===== src/rtl/mux_display.sv =====
// rtl/mux_display.sv - four-digit seven-segment scan driver with guard blanking and frame snapshot
module mux_display #(
  parameter int DIGITS       = 4,
  parameter int BLANK_CYCLES = 8
) (
  input  logic                clk,
  input  logic                rst,
  input  logic                enable,
  input  logic [4*DIGITS-1:0] data,
  input  logic [DIGITS-1:0]   dp_in,
  input  logic                lz_blank,
  output logic [DIGITS-1:0]   an,
  output logic [6:0]          seg,
  output logic                dp
);

  localparam int              IW       = (DIGITS > 1) ? $clog2(DIGITS) : 1;
  localparam logic [IW-1:0]   LAST_IDX = IW'(DIGITS - 1);
  localparam logic [7:0]      GUARD    = 8'(BLANK_CYCLES);

  typedef enum logic {BLANK, DRIVE} state_t;

  state_t              state, state_nx;
  logic [IW-1:0]       idx, idx_nx;
  logic [7:0]          cnt, cnt_nx;
  logic                enable_q;
  logic                tick;
  logic                snap_en;
  logic [4*DIGITS-1:0] snap_data;
  logic [DIGITS-1:0]   snap_dp;
  logic [DIGITS-1:0]   lz_mask;
  logic [3:0]          nibble;
  logic [6:0]          seg_d;

  function automatic logic [6:0] decode(input logic [3:0] n);
    case (n)
      4'h0: decode = 7'h40;
      4'h1: decode = 7'h79;
      4'h2: decode = 7'h24;
      4'h3: decode = 7'h30;
      4'h4: decode = 7'h19;
      4'h5: decode = 7'h12;
      4'h6: decode = 7'h02;
      4'h7: decode = 7'h78;
      4'h8: decode = 7'h00;
      4'h9: decode = 7'h10;
      4'hA: decode = 7'h08;
      4'hB: decode = 7'h03;
      4'hC: decode = 7'h46;
      4'hD: decode = 7'h21;
      4'hE: decode = 7'h06;
      default: decode = 7'h0E;
    endcase
  endfunction

  assign tick = enable & ~enable_q;

  always_ff @(posedge clk) begin
    if (!rst) begin
      state     <= BLANK;
      idx       <= '0;
      cnt       <= GUARD;
      enable_q  <= 1'b0;
      snap_data <= '0;
      snap_dp   <= '0;
    end else begin
      state    <= state_nx;
      idx      <= idx_nx;
      cnt      <= cnt_nx;
      enable_q <= enable;
      if (snap_en) begin
        snap_data <= data;
        snap_dp   <= dp_in;
      end
    end
  end

  // A tick always wins, even on the edge where the guard would have expired.
  always_comb begin
    state_nx = state;
    idx_nx   = idx;
    cnt_nx   = cnt;
    snap_en  = 1'b0;
    if (tick) begin
      idx_nx   = (idx == LAST_IDX) ? '0 : idx + 1'b1;
      state_nx = BLANK;
      cnt_nx   = GUARD;
    end else if (state == BLANK) begin
      if (cnt == 8'd1) begin
        state_nx = DRIVE;
        snap_en  = (idx == '0);
      end else begin
        cnt_nx = cnt - 8'd1;
      end
    end
  end

  always_comb begin
    logic upper_zero;
    upper_zero = 1'b1;
    lz_mask    = '0;
    for (int i = DIGITS - 1; i >= 0; i--) begin
      upper_zero = upper_zero & (snap_data[4*i +: 4] == 4'd0);
      lz_mask[i] = lz_blank & upper_zero & (i != 0);
    end
  end

  assign nibble = snap_data[4*idx +: 4];
  assign seg_d  = lz_mask[idx] ? 7'h7F : decode(nibble);

  // Segment data is captured only on the first drive cycle so it stays frozen while the anode is low.
  always_ff @(posedge clk) begin
    if (!rst) begin
      an  <= '1;
      seg <= 7'h7F;
      dp  <= 1'b1;
    end else if (state == BLANK) begin
      an  <= '1;
      seg <= 7'h7F;
      dp  <= 1'b1;
    end else if (an == '1) begin
      an  <= ~(DIGITS'(1) << idx);
      seg <= seg_d;
      dp  <= ~snap_dp[idx];
    end
  end

endmodule


===== config.mk =====
export PLATFORM = sky130hd
export DESIGN_NAME = mux_display
export DESIGN_NICKNAME = d
export VERILOG_FILES = /design/src/rtl/mux_display.sv
export SDC_FILE = /design/constraint.sdc
export NUM_CORES = 1
export LEC_CHECK = 0
export BUFFER_PORTS_ARGS = -buffer_cell sky130_fd_sc_hd__buf_2
export CORE_AREA = 2 2 74 90
export CTS_CLUSTER_DIAMETER = 200
export DETAILED_ROUTE_END_ITERATION = 12
export DIE_AREA = 0 0 76 92
export HOLD_SLACK_MARGIN = 0.08
export PLACE_DENSITY = 0.61
export SYNTH_ARGS = -nofsm -noshare
export SYNTH_HDL_FRONTEND = slang
export SYNTH_SLANG_ARGS = --single-unit

===== constraint.sdc =====
create_clock -name clk -period 7.1 [get_ports clk]
set_clock_uncertainty 0.1 [all_clocks]
set_input_delay 0.355 -clock clk [delete_from_list [all_inputs] [get_ports clk]]
set_output_delay 0.355 -clock clk [all_outputs]
set_load 0.05 [all_outputs]

==> reports/results.ini <==
[hold_path]
min_from=enable
hold_depth=2
holdCritPathClass=in2reg
holdPathEnd=enable_q

[power]
power_frac_clock_pct=33.3
pwr_density_cell_nw_per_um2=190
p_leak_uw=0.00107
vdd_drop_max_mv=0.0997
p_seq_share_pct=55.2
switching_share_pct=24.5
pwr-share-comb_pct=11.5
p_switching_uw=118
internal-power_uw=361

[logic_synthesis]
synth_top_area_share_pct=40.1
syn_area_per_cell_um2=9.71
yosys_register_bits=44
synthCells=226
synth_edf_count=0
ys_warn_count=0
synth-main-ff-cell=dfxtp_1
synth.most_common_cell=dfxtp_1
ys_top_cells_by_area=dfxtp_1 (40%), mux2i_1 (10%), ha_1 (6.8%), nor2b_1 (6.6%), mux4_2 (4.1%)
synth_cell_type_count=39
synth_top_cell_by_area=dfxtp_1
async_reset_ff_share_pct=0
netlist_top_cells_count=dfxtp_1 (44), nor2b_1 (23), mux2i_1 (22), nor2_1 (20), inv_1 (15)
syn_area_um2=2190
ys_seq_area_share_pct=40.1
syn_nets=262

[sta]
max_slew_margin_pct=59.7
layout_min_cycle_time_ns=2.59
rsz0062_at_grt=no
hold_viol=0
hold_ws_ns=0.185
setup_ws_ns=4.51
tightest_slew_ns=0.604
fin_crit_sh_pct=36.4
tns_ns=0
setup_viol=0
slew_violations=0
timing.fmax_ghz=0.387

[global_route]
grt_max_degree=29
grt_pass1_vias=1538
grt-ovfl-total=0
grt_pass1_wl_mm=7.29
antenna_found_initial=0
grt_usage_pct=13.1

[layout]
fillers=632
layout.nets=295
antennaDiodeCount=0
synthToLayoutAreaGrowth_pct=14.9
postLayoutCellArea_um2=2520
final_cells=345
drive_gt1_share_pct=19.2

[critical_path]
regToRegStartpoint=idx[0]
cp.arrival_ns=2.65
cp-start-kind=register
path_max_fanout=15
reg2regPathDepth=7
required_ns=7.17
cp-end-kind=register
r2r_setup_slack_ns=4.51
r2r_end=seg[3]
crit_type=reg2reg

[die]
core-area_um2=6210
num_rows=32
chipHeight_um=92
die_w_um=76
boundaryPins=36
start_util_pct=35.4
die_area_um2=6990

[clock_network]
holdBufCountCts=0
cts_buffers=5
cts.sinks=44
tritoncts=done
cts.clk_slew.worst_paths_ns=0.08
htree_num_levels=2
cts_setup_buffers=0
root_buffer=clkbuf_8
cts-resized-gates=0
clk_latency_ns=0.29
cts_max_path_buffers=2

[drt]
wl_mm=4.31
viasPerCell=4.72
avgRoutedWirePerCell_um=12.5
drtAntennaViolNets=0
first_iter_violations=45
vias=1630
drc=0
dr.pass1.iters=4

[placement]
place_ws_ns=4.52
port-buffer-count=35
detailed_place.area_um2=2430
hpwl_mm=3.22
gp_congestion=0.763
dp.cells=337

[outcome]
run_status=completed

[job]
cap_violations=0

## cells in the final DEF, fill, tap and decap left out, types with 3 or more instances in the layout
cell type / Yosys / routed
nor2b_1: 23 / 23
ha_1: 12 / 12
dfxtp_1: 44 / 44
o21ai_0: 5 / 5
nand3_1: 4 / 4
nor4_1: 5 / 5
nor2_1: 20 / 20
clkbuf_8: 0 / 6
a31oi_1: 5 / 5
mux4_2: 4 / 4
nor3b_1: 3 / 3
a21oi_1: 8 / 8
xnor2_1: 4 / 4
a21o_1: 4 / 4
inv_1: 15 / 15
mux2i_1: 22 / 22
buf_2: 5 / 35
nand2_1: 10 / 10
## state kept, by name (all words and copies together), names as in the netlist
signal,count
an,4
cnt,8
dp,1
enable_q,1
idx,2
seg,7
snap_data,16
snap_dp,4
state,1
## cells by family after synthesis
family          share of synthesized area (%)
simple gates                             19.2
fa+ha+maj                                6.84
flops                                    40.1
mux                                      17.0
buf+inv                                  4.90
compound gates                           9.46
xor+xnor                                 2.39
## through the flow
stage,total power [uW],util [%]
floorplan,311,-
global placement,325,39.2
detailed placement,326,39.2
CTS,486,40.6
global route,505,40.6
finish,479,40.6
## power groups by stage
stage / Clock [uW] / Sequential, uW / Combinational [uW]
6_report: 159 / 265 / 55.1
5_1_grt: 176 / 267 / 62.4
3_3_place_gp: 0 / 270 / 55.0
2_1_floorplan: 0 / 268 / 42.8
4_1_cts: 166 / 265 / 56.0
3_5_place_dp: 0 / 270 / 55.5
## per-layer routing
metal  track usage [%]  wire [um]  up-vias
li1                  -          -      855
met1              16.0       1960      743
met2              22.5       2150       28
met3              2.76        146        4
met4              5.00         44        0
met5                 0          0        -
## worst max path at each step
stage | start | depth (start not counted) | slack [ns] | end
global placement | idx[0] | 7 | 4.60 | seg[3]
CTS | idx[0] | 7 | 4.51 | seg[3]
finish | idx[0] | 7 | 4.51 | seg[3]
global route | idx[0] | 7 | 4.33 | seg[3]
floorplan | idx[0] | 8 | 4.80 | seg[3]
detailed placement | idx[0] | 7 | 4.52 | seg[3]
## cell type report
cell class / instances / area, um^2 / area share [%]
inverters: 15 / 56.3 / 2.23
well taps: 85 / 106 / 4.22
multi-input cells: 157 / 1210 / 47.8
flip-flops and latches: 44 / 881 / 34.9
repair buffers: 36 / 183 / 7.24
clock buffers: 8 / 90.1 / 3.57
## critical path, cell delays in order, from the launching register on
cell,delay (ns)
dfxtp_1,0.71
mux4_1,0.74
inv_1,0.16
ha_1,0.16
inv_1,0.04
mux4_2,0.44
inv_1,0.06
a21oi_1,0.05
Power figures use the tool's default switching activity.
